File: src/rtl/fpu_io_registers_if.sv
// CPU-side bus bundle for the FPU control/status register pair.
// The slave modport is the register block; the master modport is the CPU/decoder side.
interface fpu_io_registers_if;
  logic        control_cs;
  logic [15:0] control_data_in;
  logic        control_wr_en;
  logic        control_ack;
  logic [15:0] control_word_out;
  logic        control_write;
  logic        status_cs;
  logic [15:0] status_word_in;
  logic [15:0] status_data_out;
  logic        status_ack;

  modport slave (
    input  control_cs,
    input  control_data_in,
    input  control_wr_en,
    output control_ack,
    output control_word_out,
    output control_write,
    input  status_cs,
    input  status_word_in,
    output status_data_out,
    output status_ack
  );

  modport master (
    output control_cs,
    output control_data_in,
    output control_wr_en,
    input  control_ack,
    input  control_word_out,
    input  control_write,
    output status_cs,
    output status_word_in,
    input  status_data_out,
    input  status_ack
  );
endinterface

File: src/rtl/fpu_io_registers.sv
// FPU control-word register (default 0x037F) with write strobe, plus a
// read-only status-word mirror; each port has its own select and acknowledge.
module fpu_io_registers (
  input  logic                       clk,
  input  logic                       reset,
  fpu_io_registers_if.slave          bus
);

  localparam logic [15:0] CW_DEFAULT = 16'h037F;

  logic [15:0] control_word_q, control_word_d;
  logic        control_write_q, control_write_d;
  logic        control_ack_q, control_ack_d;
  logic [15:0] status_data_q, status_data_d;
  logic        status_ack_q, status_ack_d;
  logic        wr_fire;

  assign wr_fire = bus.control_cs & bus.control_wr_en;

  always_comb begin
    control_word_d  = control_word_q;
    control_write_d = wr_fire;
    control_ack_d   = bus.control_cs;
    status_ack_d    = bus.status_cs;
    // Deselected status port drives zero so it can be OR-ed onto a shared bus.
    status_data_d   = bus.status_cs ? bus.status_word_in : 16'h0000;
    if (wr_fire) begin
      control_word_d = bus.control_data_in;
    end
  end

  always_ff @(posedge clk) begin
    if (reset) begin
      control_word_q  <= CW_DEFAULT;
      control_write_q <= 1'b0;
      control_ack_q   <= 1'b0;
      status_data_q   <= 16'h0000;
      status_ack_q    <= 1'b0;
    end else begin
      control_word_q  <= control_word_d;
      control_write_q <= control_write_d;
      control_ack_q   <= control_ack_d;
      status_data_q   <= status_data_d;
      status_ack_q    <= status_ack_d;
    end
  end

  assign bus.control_word_out = control_word_q;
  assign bus.control_write    = control_write_q;
  assign bus.control_ack      = control_ack_q;
  assign bus.status_data_out  = status_data_q;
  assign bus.status_ack       = status_ack_q;

endmodule

File: src/flat_wrapper.sv
// flat-port wrapper written by rule: the top's interface ports become plain ports
module fpu_io_registers_flat 
  (clk, reset, bus_control_cs, bus_control_data_in, bus_control_wr_en, bus_control_ack, bus_control_word_out, bus_control_write, bus_status_cs, bus_status_word_in, bus_status_data_out, bus_status_ack);
  fpu_io_registers_if bus_i ();
  input  logic clk;
  input  logic reset;
  input wire logic [$bits(bus_i.control_cs)-1:0] bus_control_cs;
  input wire logic [$bits(bus_i.control_data_in)-1:0] bus_control_data_in;
  input wire logic [$bits(bus_i.control_wr_en)-1:0] bus_control_wr_en;
  output wire logic [$bits(bus_i.control_ack)-1:0] bus_control_ack;
  output wire logic [$bits(bus_i.control_word_out)-1:0] bus_control_word_out;
  output wire logic [$bits(bus_i.control_write)-1:0] bus_control_write;
  input wire logic [$bits(bus_i.status_cs)-1:0] bus_status_cs;
  input wire logic [$bits(bus_i.status_word_in)-1:0] bus_status_word_in;
  output wire logic [$bits(bus_i.status_data_out)-1:0] bus_status_data_out;
  output wire logic [$bits(bus_i.status_ack)-1:0] bus_status_ack;
  assign bus_i.control_cs = bus_control_cs;
  assign bus_i.control_data_in = bus_control_data_in;
  assign bus_i.control_wr_en = bus_control_wr_en;
  assign bus_control_ack = bus_i.control_ack;
  assign bus_control_word_out = bus_i.control_word_out;
  assign bus_control_write = bus_i.control_write;
  assign bus_i.status_cs = bus_status_cs;
  assign bus_i.status_word_in = bus_status_word_in;
  assign bus_status_data_out = bus_i.status_data_out;
  assign bus_status_ack = bus_i.status_ack;
  fpu_io_registers u_core (.clk(clk), .reset(reset), .bus(bus_i));
endmodule
File: config.mk
export PLATFORM = sky130hd
export DESIGN_NAME = fpu_io_registers_flat
export DESIGN_NICKNAME = d
export VERILOG_FILES = /design/src/rtl/fpu_io_registers_if.sv /design/src/rtl/fpu_io_registers.sv /design/src/flat_wrapper.sv
export SDC_FILE = /design/constraint.sdc
export NUM_CORES = 1
export LEC_CHECK = 0
export ABC_AREA = 1
export BUFFER_PORTS_ARGS = -buffer_cell sky130_fd_sc_hd__buf_2
export CAP_MARGIN = 10
export CORE_MARGIN = 4
export CORE_UTILIZATION = 41
export CTS_BUF_LIST = sky130_fd_sc_hd__clkbuf_16
export DETAILED_ROUTE_END_ITERATION = 8
export PLACE_DENSITY = 0.77
export SKIP_LAST_GASP = 1
export SYNTH_ARGS = -nofsm -noshare
export SYNTH_HDL_FRONTEND = slang
export SYNTH_SLANG_ARGS = --single-unit
File: constraint.sdc
create_clock -name clk -period 0.8 [get_ports clk]
set_input_delay 0.08 -clock clk [delete_from_list [all_inputs] [get_ports clk]]
set_output_delay 0.08 -clock clk [all_outputs]
set_load 0.03 [all_outputs]
==> flow_results.xml <==
<?xml version="1.0" encoding="UTF-8"?>
<metrics>
  <group name="worst_setup_path">
    <metric name="slowest_delay" unit="ns">0.34</metric>
    <metric name="cp.buffers_inverters" unit="">1</metric>
    <metric name="timing.critical_path.from_type" unit="">flop</metric>
    <metric name="timing.critical_path.cells" unit="">buf_6</metric>
    <metric name="timing.critical_path.fanout_max" unit="">2</metric>
    <metric name="cp.arrival" unit="ns">0.75</metric>
    <metric name="worst-setup-path-type" unit="">reg -&gt; out</metric>
    <metric name="worst_setup_path_end_kind" unit="">primary output</metric>
    <metric name="critical_path_required" unit="ns">0.72</metric>
    <metric name="cpMaxStageDelayCell" unit="">sky130_fd_sc_hd__dfxtp_2</metric>
    <metric name="delay_heaviest_family_cp" unit="">flip-flops</metric>
  </group>
  <group name="logic_synthesis">
    <metric name="synth_fa_ha_area_share" unit="%">0</metric>
    <metric name="postSynthRegisterBits" unit="">35</metric>
    <metric name="synth_simple_gate_area_share" unit="%">27.5</metric>
    <metric name="synthFlopType" unit="">sky130_fd_sc_hd__dfxtp_1</metric>
    <metric name="synth_top_family_by_area" unit="">simple AND/OR/NAND/NOR gates</metric>
    <metric name="yosysSeqAreaShare" unit="%">60.0</metric>
    <metric name="synth.cell_area" unit="mm^2">0.00117</metric>
    <metric name="ys_top_cells_by_area" unit="">sky130_fd_sc_hd__dfxtp_1, sky130_fd_sc_hd__nor2_1, sky130_fd_sc_hd__inv_1, sky130_fd_sc_hd__nand3_1, sky130_fd_sc_hd__nand2_1</metric>
    <metric name="synth-async-reset-ratio" unit="%">0</metric>
    <metric name="yosysTopAreaCell" unit="">sky130_fd_sc_hd__dfxtp_1</metric>
    <metric name="yosys-top-cells-count" unit="">sky130_fd_sc_hd__dfxtp_1, sky130_fd_sc_hd__nor2_1, sky130_fd_sc_hd__inv_1</metric>
    <metric name="count_of_flip_flops_with_a_built_in_enable_after_synthesis" unit="">0</metric>
    <metric name="post_synth_num_cell_types" unit="">11</metric>
    <metric name="synth_top_cell_area_share" unit="%">60.0</metric>
    <metric name="yosysMostFrequentCell" unit="">sky130_fd_sc_hd__dfxtp_1</metric>
    <metric name="synth.yosys.warnings" unit="">0</metric>
    <metric name="post_synth_inst_count" unit="">142</metric>
    <metric name="synth_xor_xnor_area_share" unit="%">0</metric>
    <metric name="synth_compound_area_share" unit="%">0</metric>
    <metric name="synth_fp_nets" unit="">179</metric>
    <metric name="syn_area_per_cell" unit="um^2">8.22</metric>
    <metric name="synth.area.mux_share" unit="%">0</metric>
  </group>
  <group name="timing">
    <metric name="hold_viol" unit="">0</metric>
    <metric name="clock-skew-final" unit="ns">0</metric>
    <metric name="max_clock_freq" unit="MHz">1210</metric>
    <metric name="layout_setup_ws" unit="ns">-0.0292</metric>
    <metric name="timing.max_slew.rel_slack" unit="%">79.7</metric>
    <metric name="finalCritPeriodShare" unit="%">104</metric>
    <metric name="report.final.setup_viol" unit="">19</metric>
    <metric name="max_slew.worst_pin.slew" unit="ns">0.304</metric>
    <metric name="rsz0062_at_grt" unit="">yes</metric>
    <metric name="fin_crit" unit="ns">0.829</metric>
    <metric name="report.final.slew_viol_count" unit="">0</metric>
    <metric name="whs" unit="ns">0.00837</metric>
  </group>
  <group name="finish">
    <metric name="synthToLayoutAreaGrowth" unit="%">70.2</metric>
    <metric name="utilization" unit="%">72.7</metric>
    <metric name="number_of_inserted_diodes" unit="">0</metric>
    <metric name="layout.nets" unit="">260</metric>
    <metric name="final_design_area_no_fill" unit="mm^2">0.00199</metric>
    <metric name="layout-drive-gt1-share" unit="%">57.1</metric>
    <metric name="fin_cells" unit="">255</metric>
  </group>
  <group name="drt">
    <metric name="drt_wl_cell" unit="um">11.4</metric>
    <metric name="num_vias" unit="">1140</metric>
    <metric name="wirelength" unit="mm">2.92</metric>
    <metric name="route.detailed.drc" unit="">0</metric>
    <metric name="drt_iter0_markers" unit="">59</metric>
    <metric name="postRouteAntennaNets" unit="">0</metric>
    <metric name="avgViaCountPerCell" unit="">4.47</metric>
    <metric name="firstDrtPassIters" unit="">4</metric>
  </group>
  <group name="pwr">
    <metric name="max-vdd-ir-drop" unit="V">0.00203</metric>
    <metric name="powerDensity" unit="mW/mm^2">2230</metric>
    <metric name="static-leakage-power" unit="nW">1.08</metric>
  </group>
  <group name="clocking">
    <metric name="clk_pin_slew" unit="ns">0.05</metric>
    <metric name="cts_max_path_buffers" unit="">2</metric>
    <metric name="cts.sinks" unit="">35</metric>
    <metric name="tritoncts" unit="">done</metric>
    <metric name="clock_tree.root_cell" unit="">sky130_fd_sc_hd__clkbuf_16</metric>
    <metric name="cts_max_level" unit="">2</metric>
    <metric name="tritoncts_buffer_count" unit="">5</metric>
    <metric name="clk_latency" unit="ns">0.27</metric>
  </group>
  <group name="place">
    <metric name="place_hpwl" unit="mm">1.99</metric>
    <metric name="placedCellCount" unit="">242</metric>
    <metric name="port-buffer-count" unit="">71</metric>
    <metric name="finalWeightedCongestion" unit="">0.749</metric>
    <metric name="placement.cell_area" unit="mm^2">0.00154</metric>
  </group>
  <group name="grt">
    <metric name="grt_pass1_vias" unit="">1126</metric>
    <metric name="grtUsageTotal" unit="%">17.3</metric>
    <metric name="global_route.overflow_total" unit="">0</metric>
    <metric name="grt_max_degree" unit="">25</metric>
    <metric name="number_of_antenna_violations_at_the_first_check_in_global_routing" unit="">0</metric>
    <metric name="grt_pass1_wl" unit="mm">4.60</metric>
  </group>
  <group name="floorplanning">
    <metric name="io_pins" unit="">72</metric>
    <metric name="fp-row-count" unit="">19</metric>
    <metric name="die_outline_area" unit="mm^2">0.00377</metric>
    <metric name="die-height" unit="um">61.4</metric>
    <metric name="core_area" unit="mm^2">0.00273</metric>
    <metric name="initial_utilization" unit="%">42.7</metric>
    <metric name="die_width" unit="um">61.4</metric>
  </group>
  <group name="run_status">
    <metric name="status" unit="">complete, but fails checks</metric>
    <metric name="violations" unit="">negative setup slack</metric>
  </group>
  <group name="flow_run">
    <metric name="cap_violations" unit="">0</metric>
  </group>
  <group name="min_path">
    <metric name="hold_path_class" unit="">in -&gt; reg</metric>
  </group>
</metrics>
-- logic make-up (layout without fill, tap and decap cells) --
kind of cell | after synthesis | count (layout)
buf+inv | 32 | 114
flops | 35 | 35
simple gates | 75 | 75
-- layout make-up --
class                   instances  area (um^2)
clock inverters                 3         15.0
inverters                      26         97.6
flip-flops and latches         35          744
clock buffers                   5          125
well taps                      31         38.8
repair buffers                 80          644
fillers                       219          747
multi-input cells              75          322
-- flip-flops by register name (all words and copies together), names as in the netlist --
signal and flops:
u_core.bus.status_data_out 16, u_core.bus.control_write 1, u_core.bus.status_ack 1, u_core.bus.control_word_out 16
u_core.bus.control_ack 1
-- report_power, final --
part	switching (mW)	leakage, nW	internal (mW)
clock	0.670	0.0733	1.13
sequential	0.0591	0.295	1.86
combinational	0.381	0.710	0.324
total	1.11	1.08	3.32
-- per-layer routing --
layer | global-route usage, % | vias to the layer above | part of all wire, %
met5 | 0 | - | 0
met4 | 11.5 | 0 | 2.4
met3 | 9.85 | 8 | 15
met2 | 27.9 | 63 | 46
met1 | 16.9 | 495 | 37
li1 | - | 574 | -
-- per-stage QoR --
| step | TNS, ns | power (mW) | setup WS (ns) |
|---|---|---|---|
| after floorplan | 0 | 2.28 | 0.00408 |
| after global placement | 0 | 2.48 | 0.101 |
| after detailed placement | 0 | 2.48 | 0.0684 |
| after CTS | -0.428 | 4.46 | -0.0322 |
| after global routing | -1.02 | 4.63 | -0.0485 |
| final | -0.284 | 4.43 | -0.0292 |
-- final timing paths --
kind / from / endpoint / slack [ns] / cells past startpoint
worst max-delay path: u_core.bus.control_word_out[15]$_SDFFE_PP0P_ / bus_control_word_out[15] / -0.03 / 1
worst min-delay path: bus_status_word_in[7] / u_core.bus.status_data_out[7]$_SDFF_PP0_ / 0.008 / 3
worst max register to register: u_core.bus.control_word_out[7]$_SDFFE_PP0P_ / u_core.bus.control_word_out[7]$_SDFFE_PP0P_ / 0.05 / 5
worst min register to register: u_core.bus.control_word_out[9]$_SDFFE_PP1P_ / u_core.bus.control_word_out[9]$_SDFFE_PP1P_ / 0.47 / 2
-- placed cells by master, fill, tap and decap left out, drive strengths merged --
cell type    count
dlygate4sd3      1
dfxtp           35
clkinv           3
nor2            32
clkbuf           5
nand2           25
inv             26
nand3           18
buf             79
-- repair_timing --
action	CTS	global route
resized for setup	105	0
setup buffers	2	2
hold buffers	1	0
hold endpoints to repair	2	0
setup endpoints to repair	35	35
Note: power is estimated with default switching activity, not from simulation.
